`src/rtl/ptch_pid.sv`:
```
// Pitch PID stage: 3-cycle IDLE/TERMS/SUM pipeline producing a saturated 12-bit drive command.
// Optional soft-start output scaling is enabled with `define PID_SOFT_START_EN.
module ptch_pid #(
    parameter int P_COEFF  = 12,
    parameter int D_COEFF  = 20,
    parameter int SS_SHIFT = 10
) (
    input  logic               clk,
    input  logic               rst_n,
    input  logic               vld,
    input  logic signed [15:0] ptch,
    input  logic               pwr_up,
    input  logic               rider_off,
    output logic        [11:0] PID_cntrl,
    output logic               out_vld,
    output logic        [7:0]  ss_tmr
);
    typedef enum logic [1:0] {IDLE, TERMS, SUM} state_t;

    localparam logic signed [14:0] PC = 15'(P_COEFF);
    localparam logic signed [14:0] DC = 15'(D_COEFF);

    state_t             state_q, state_d;
    logic signed [9:0]  err_q, err_d, hist0_q, hist0_d, hist1_q, hist1_d;
    logic signed [17:0] integ_q, integ_d;
    logic signed [14:0] p_q, p_d, i_q, i_d, d_q, d_d;
    logic signed [11:0] pid_q, pid_d;
    logic               out_vld_q, out_vld_d;

    logic signed [9:0]  err_sat;
    logic signed [17:0] integ_sum, integ_new;
    logic               integ_ovf;
    logic signed [10:0] d_diff;
    logic signed [6:0]  d_sat;
    logic signed [14:0] p_calc, i_calc, d_calc;
    logic signed [15:0] sum16;
    logic signed [11:0] sat_sum, pid_out;

    assign err_sat = (ptch > 16'sd511)  ? 10'sd511 :
                     (ptch < -16'sd512) ? -10'sd512 : ptch[9:0];

    // Overflow only possible when both operands share a sign; then hold instead of wrapping.
    assign integ_sum = integ_q + {{8{err_q[9]}}, err_q};
    assign integ_ovf = (integ_q[17] == err_q[9]) && (integ_sum[17] != integ_q[17]);
    assign integ_new = integ_ovf ? integ_q : integ_sum;
    assign i_calc    = {{3{integ_new[17]}}, integ_new[17:6]};

    assign d_diff = {err_q[9], err_q} - {hist1_q[9], hist1_q};
    assign d_sat  = (d_diff > 11'sd63)  ? 7'sd63 :
                    (d_diff < -11'sd64) ? -7'sd64 : d_diff[6:0];
    assign d_calc = d_sat * DC;
    assign p_calc = err_q * PC;

    assign sum16   = {p_q[14], p_q} + {i_q[14], i_q} + {d_q[14], d_q};
    assign sat_sum = (sum16 > 16'sd2047)  ? 12'sd2047 :
                     (sum16 < -16'sd2048) ? -12'sd2048 : sum16[11:0];

`ifdef PID_SOFT_START_EN
    logic [SS_SHIFT-1:0] pre_q;
    logic [7:0]          ss_q;
    logic signed [19:0]  prod;

    always_ff @(posedge clk or negedge rst_n) begin
        if (!rst_n) begin
            pre_q <= '0;
            ss_q  <= '0;
        end else if (!pwr_up) begin
            pre_q <= '0;
            ss_q  <= '0;
        end else begin
            pre_q <= pre_q + 1'b1;
            if ((&pre_q) && (ss_q != 8'hFF)) ss_q <= ss_q + 8'd1;
        end
    end

    assign prod    = sat_sum * $signed({1'b0, ss_q});
    assign pid_out = (ss_q == 8'hFF) ? sat_sum : 12'(prod >>> 8);
    assign ss_tmr  = ss_q;
`else
    assign pid_out = sat_sum;
    assign ss_tmr  = 8'hFF;
`endif

    always_comb begin
        state_d   = state_q;
        err_d     = err_q;
        integ_d   = integ_q;
        hist0_d   = hist0_q;
        hist1_d   = hist1_q;
        p_d       = p_q;
        i_d       = i_q;
        d_d       = d_q;
        pid_d     = pid_q;
        out_vld_d = 1'b0;
        case (state_q)
            IDLE: if (vld) begin
                state_d = TERMS;
                err_d   = err_sat;
            end
            TERMS: begin
                state_d = SUM;
                // Zeroed terms make SUM produce 0 with no separate force path.
                if (!pwr_up || rider_off) begin
                    integ_d = '0;
                    hist0_d = '0;
                    hist1_d = '0;
                    p_d     = '0;
                    i_d     = '0;
                    d_d     = '0;
                end else begin
                    integ_d = integ_new;
                    hist1_d = hist0_q;
                    hist0_d = err_q;
                    p_d     = p_calc;
                    i_d     = i_calc;
                    d_d     = d_calc;
                end
            end
            SUM: begin
                state_d   = IDLE;
                pid_d     = pid_out;
                out_vld_d = 1'b1;
            end
            default: state_d = IDLE;
        endcase
    end

    always_ff @(posedge clk or negedge rst_n) begin
        if (!rst_n) begin
            state_q   <= IDLE;
            err_q     <= '0;
            integ_q   <= '0;
            hist0_q   <= '0;
            hist1_q   <= '0;
            p_q       <= '0;
            i_q       <= '0;
            d_q       <= '0;
            pid_q     <= '0;
            out_vld_q <= 1'b0;
        end else begin
            state_q   <= state_d;
            err_q     <= err_d;
            integ_q   <= integ_d;
            hist0_q   <= hist0_d;
            hist1_q   <= hist1_d;
            p_q       <= p_d;
            i_q       <= i_d;
            d_q       <= d_d;
            pid_q     <= pid_d;
            out_vld_q <= out_vld_d;
        end
    end

    assign PID_cntrl = pid_q;
    assign out_vld   = out_vld_q;
endmodule
```
`config.mk`:
```
export PLATFORM = sky130hd
export DESIGN_NAME = ptch_pid
export DESIGN_NICKNAME = d
export VERILOG_FILES = /design/src/rtl/ptch_pid.sv
export SDC_FILE = /design/constraint.sdc
export NUM_CORES = 1
export LEC_CHECK = 0
export CAP_MARGIN = 20
export CORE_ASPECT_RATIO = 0.6
export CORE_MARGIN = 2
export CORE_UTILIZATION = 25
export CTS_BUF_LIST = sky130_fd_sc_hd__clkbuf_8
export DETAILED_ROUTE_END_ITERATION = 12
export GPL_ROUTABILITY_DRIVEN = 0
export GPL_TIMING_DRIVEN = 0
export PLACE_DENSITY_LB_ADDON = 0.2
export SLEW_MARGIN = 10
export SYNTH_ARGS = -nofsm -noshare
export SYNTH_HDL_FRONTEND = slang
export SYNTH_SLANG_ARGS = --single-unit
```
`constraint.sdc`:
```
create_clock -name clk -period 5.15 [get_ports clk]
set_input_delay 0.7725 -clock clk [delete_from_list [all_inputs] [get_ports clk]]
set_output_delay 0.7725 -clock clk [all_outputs]
set_load 0.05 [all_outputs]
```
; Word level (Yosys, flattened, before mapping)
; Index checks and enable logic that the tools add are counted.
[totals]
register_bits = 108
output_inout_bits = 21
elab_cells = 51
[op_classes]
add_sub_neg = 4
n_mul = 2
magnitude_cmp = 6
n_eq_ne = 6
mux = 16
reduce_logical = 6
[op_table]
columns = cell, n
row1 = 15-bit two-way mux, 3
row2 = 10-bit two-way mux, 4
row3 = 18-bit two-way mux, 2
row4 = 12-bit two-way mux, 2
row5 = 18-bit adder, 1
row6 = 15-bit by 15-bit adder with 16-bit output, 1
row7 = 16-bit adder, 1
row8 = 16-bit by 10-bit greater-than comparator with 1-bit output (second input constant), 1
row9 = 16-bit by 12-bit greater-than comparator with 1-bit output (second input constant), 1
row10 = 16-bit by 10-bit less-than comparator with 1-bit output (second input constant), 1
row11 = 16-bit by 12-bit less-than comparator with 1-bit output (second input constant), 1
row12 = 7-bit two-way mux, 2
row13 = 10-bit by 3-bit multiplier with 13-bit output (second input constant), 1
row14 = 11-bit by 7-bit greater-than comparator with 1-bit output (second input constant), 1
row15 = 11-bit by 7-bit less-than comparator with 1-bit output (second input constant), 1
row16 = 7-bit by 4-bit multiplier with 11-bit output (second input constant), 1
row17 = 10-bit by 10-bit subtractor with 11-bit output, 1
row18 = 2-bit one-hot mux with 2 select lines, 1
row19 = 2-bit AND reduction, 2
row20 = 2-bit by 1-bit == test with 1-bit output (second input constant), 1
row21 = 2-bit == test (second input constant), 1
row22 = 2-bit zero test, 1
row23 = 2-bit two-way mux, 1
row24 = 2-bit by 1-bit inequality test with 1-bit output (second input constant), 1
row25 = 7 further kinds, 7

; Longest topological paths before layout
[depth]
word_depth = 6
mapped_depth = 20

; Worst setup path before layout
; No wires, ideal clock.
[synth_path]
kind = register -> register
startpoint = register err_q[0]
endpoint = register d_q[11]
setup_ns = 0.129
t_arrival_ns = 4.316
path_slack_ns = 0.704
path_stages_with_launch = 20
n_path_buf = 0
path_cell_list = dfrtp_1 -> inv_1 -> ha_1 -> inv_1 -> fa_1 -> a211oi_1 -> o21bai_1 -> a21oi_1 -> xnor2_1 -> o41ai_1 -> o21ai_1 -> ha_1 -> ha_1 -> fa_1 -> a21o_1 -> a21oi_1 -> nor2b_1 -> o21ai_0 -> xnor2_1 -> o21ai_1
[synth_between]
elab_chain_cells = 6
word_cells_on_any_way = 7
cone_classes = 1 x add/sub / 1 x mul / 2 x order compare / 3 x mux
[synth_rtl]
columns = element, line_no
row1 = "start, declared", 24  ; logic signed [9:0] err_q, err_d, hist0_q, hist0_d, hist1_q, hist1_d;
row2 = "start signal, assigned", 142  ; err_q <= err_d;
row3 = 10-bit by 10-bit subtractor with 11-bit output *, 48  ; assign d_diff = {err_q[9], err_q} - {hist1_q[9], hist1_q};
row4 = 11-bit by 7-bit less-than comparator with 1-bit output, 50  ; (d_diff < -11'sd64) ? -7'sd64 : d_diff[6:0];
row5 = 7-bit two-way mux, 50
row6 = 7-bit two-way mux *, 49  ; assign d_sat = (d_diff > 11'sd63) ? 7'sd63 :
row7 = 7-bit by 4-bit multiplier with 11-bit output *, 51  ; assign d_calc = d_sat * DC;
row8 = 15-bit two-way mux *, 103  ; if (!pwr_up || rider_off) begin
row9 = "end signal, assigned", 137  ; d_q <= '0;
row10 = "end signal, assigned", 148  ; d_q <= d_d;
row11 = "end, declared", 26  ; logic signed [14:0] p_q, p_d, i_q, i_d, d_q, d_d;
; Mark *: on every way between the ends. The rest lies on a longest branch, timed or not.
; A chain may end at the register's enable or synchronous reset.

; Worst setup path after layout
; Ends and elaborated chain as after synthesis.

==> results.md <==
- Status: finished clean
- Clock skew: 22.8 ps
- Overall Power: 4.08 mW
- Yosys reg bits: 86
- Met1 wire length: between 9 and 10 mm
- Post-synth ARST share: 100%
- Arr. time, crit path: 5100 ps
- Drt first pass iters: 4
- Mean Syn Cell Area: 9.42 sq um
- R2R depth: 20
- Clock-pin slew on the worst setup and hold paths: 100 ps
- Critical Path Fanout Max: 5
- # rows: 44
- Tcrit/Tclk final: a little over nine tenths
- Setup TNS Final: 0 ps
- Initial DRC Count: 260
- Max Root-Sink Buffers: 2
- Routed WL: around 17 mm
- Delay of the slowest cell on the worst path: 440 ps
- Final hold viol count: 0
- Via density: 4.60
- Pleak: 3.31 nW
- Final setup vio count: 0
- Reg power frac: 25.6%
- I/O pin count: 42
- CTS tree: yes
- Critical Path End Type: register
- Critical path buffers and inverters: 2
- Die Width: 206 um
- Largest net degree at the start of global routing: between 40 and 50
- EDFF count, synth: 0
- Combinational share of power: 61.6%
- GR Overflow Total: 0
- Post-synthesis sequential area ratio: 35.1%
- Reg2reg end: d_q[11]
- Clock network fraction of design power: 12.8%
- Worst R2R Setup Slack: roughly 310 ps
- Skew-Pair Late Insertion Delay: 410 ps
- Vias in the first global route: 4522
- Layout cell share with drive strength beyond 1: 6.47%
- Cell variety after synth: 55
- CP top delay family: compound AO/OA/AOI/OAI gates
- Worst-margin pin slew: 879 ps
- Final worst slack: 314 ps
- Mapped Area: 0.00613 sq mm
- Cell count after synthesis: 650
- Final min period: 4840 ps
- Drt wl/cell: roughly 16 um
- WL met2: 5.78 mm
- Clk sinks: 86
- GRT Total Usage: between 10 and 15%
- Antenna cells: 0
- Yosys top cell area share: 35.1%
- RSZ-0062 raised after global routing: yes
- NetSw: 1.94 mW
- Slew Viols, Final: 0
- Switching Share: 47.5%
- Ys Warns: 0
- H-tree levels: 3
- DP Wirelength: 13.1 mm
- Antenna violations before repair: 0
- Remaining DRCs: 0
- Die ar.: 0.0258 sq mm
- Internal power: 2.14 mW
- ANT nets after route: 0
- # nets final: about 800
- DIE HEIGHT: 125 um
- Met3 wire len: 1.18 mm
- DR vias: 4750
- Maximum capacitance violations: 0
- Fmax: about 210 MHz
- Startpoint types: register
- CTS root buf: clkbuf_8
- CP max stage cell: dfrtp_1
- Most common flop cell mapped by yosys: dfrtp_1
- CTS buffer count: 9
- Pwr dens: 565 mW/mm^2
- Number of port buffers: 33
- Crit-path cells: inv_1 -> ha_1 -> inv_1 -> fa_1 -> a211oi_2 -> o21bai_1 -> a21oi_1 -> xnor2_1 -> a221o_1 -> a41oi_4 -> o21ai_1 -> ha_1 -> ha_1 -> fa_1 -> a21o_1 -> a21oi_1 -> nor2b_1 -> o21ai_1 -> xnor2_1 -> o21ai_1
- Synth area leader: dfrtp_1
- Worst Hold Class: input port to asynchronous set/reset pin
- Syn-to-layout area delta: 17.7%
- Setup Slack @ Placement: -353 ps
- First-pass GRT wire length: approximately 27 mm
- Starting Density: 25.4%
- CP required: 5420 ps
- Worst reg2reg path startpoint: err_q[0]
- Placeable Area: roughly 0.024 sq mm
- Max-slew headroom: 41.2%
- Area contributors post-synth: dfrtp_1 35%, ha_1 14%, fa_1 5.9%
- Top Layer Used: met4
- Setup CP Type: register to register
- Max VDD drop: 0.220 mV
area by class of cell:
class / instances / area (sq um)
plain buffers: 24 / 136
clock buffers: 9 / 124
clock inverters: 7 / 72.6
fillers: 2554 / 16900
inverters: 26 / 97.6
multi-input cells: 521 / 3840
flip-flops and latches: 86 / 2150
well taps: 322 / 403
repair buffers: 38 / 385
logic make-up (layout without fill, tap and decap cells):
group           after synthesis  after routing  share of synthesized area, %
compound gates              201            201                          21.8
other cells                   1              8                        0.0612
buf+inv                      50            104                          3.82
mux                           1              1                         0.163
fa+ha+maj                    87             87                          20.0
xor+xnor                     42             42                          6.00
simple gates                182            182                          13.1
flops                        86             86                          35.1
flip-flops by register name, indices dropped and copies added (netlist names):
signal     count
err_q         10
hist0_q       10
PID_cntrl     12
i_q            1
p_q           12
hist1_q       10
state_q        2
out_vld        1
integ_q       17
d_q           11
worst max-delay path by stage:
stage          startpoint  cells past startpoint  slack, ps       to
6_report         err_q[0]                     20        310  d_q[11]
5_1_grt          err_q[0]                     21        -40  d_q[13]
4_1_cts          err_q[0]                     19         40  d_q[11]
3_5_place_dp     err_q[0]                     19       -350  d_q[11]
3_3_place_gp     err_q[0]                     19       -280  d_q[11]
2_1_floorplan    err_q[0]                     19        700  d_q[11]
power groups by stage:
stage                     clock (mW)  combinational (mW)  sequential, mW
after floorplan                    0                1.77            1.10
after global placement             0                2.41            1.06
after detailed placement           0                2.40            1.06
after CTS                      0.539                2.45            1.05
after global routing           0.576                2.83            1.07
final                          0.521                2.51            1.04
per-layer routing:
layer,vias up,GRT usage (%)
li1,2428,-
met1,2243,23.9
met2,69,15.7
met3,10,3.62
met4,0,2.82
met5,-,0
cell usage in the layout (no fill, tap or decap), types with 10 or more instances in the layout:
master and instances:
dfrtp_1 86, nand2_1 74, ha_1 69, nor2_1 53, o21ai_1 41, a21oi_1 40, a22o_1 32, clkdlybuf4s50_1 32
inv_1 26, o21ai_0 24, xnor2_1 23, xor2_1 19, fa_1 18, a21o_1 15, buf_4 13, nor3_1 12
clkbuf_1 10
cell usage after synthesis, types with 3 or more instances:
cell type / number
o21bai_1: 3
xnor2_1: 23
nor3_1: 12
o21a_1: 5
buf_1: 3
nor2b_1: 7
a21o_1: 15
nor2_1: 53
nand4_1: 4
a21oi_1: 41
or3_1: 3
and2_1: 3
o2bb2ai_1: 3
o21ai_1: 38
nand2b_1: 7
or2_2: 3
a31o_1: 3
fa_1: 18
o31ai_1: 6
nand3_1: 7
a22o_1: 32
xor2_1: 19
buf_4: 8
clkbuf_1: 10
nand2_1: 74
inv_1: 25
a211oi_1: 7
o21ai_0: 27
dfrtp_1: 86
ha_1: 69
nor4_1: 4
timing repair:
item	in CTS	in global routing
hold buffers	0	0
buffers inserted	0	4
setup endpoints to repair	4	4
pin swaps	0	2
gates resized for setup	4	9
endpoints found under the hold margin	0	0
per-stage QoR:
step                utilization (%)  instance area, sq um  hold slack, ps  std cells
floorplan                         -                  6150             456        657
global placement               28.6                  6890             471       1012
detailed placement             28.7                  6910             473       1013
CTS                            29.6                  7140             378       1029
global route                   29.9                  7210             401       1033
finish                         29.9                  7210             374       1033
Power figures use the tool's default switching activity.
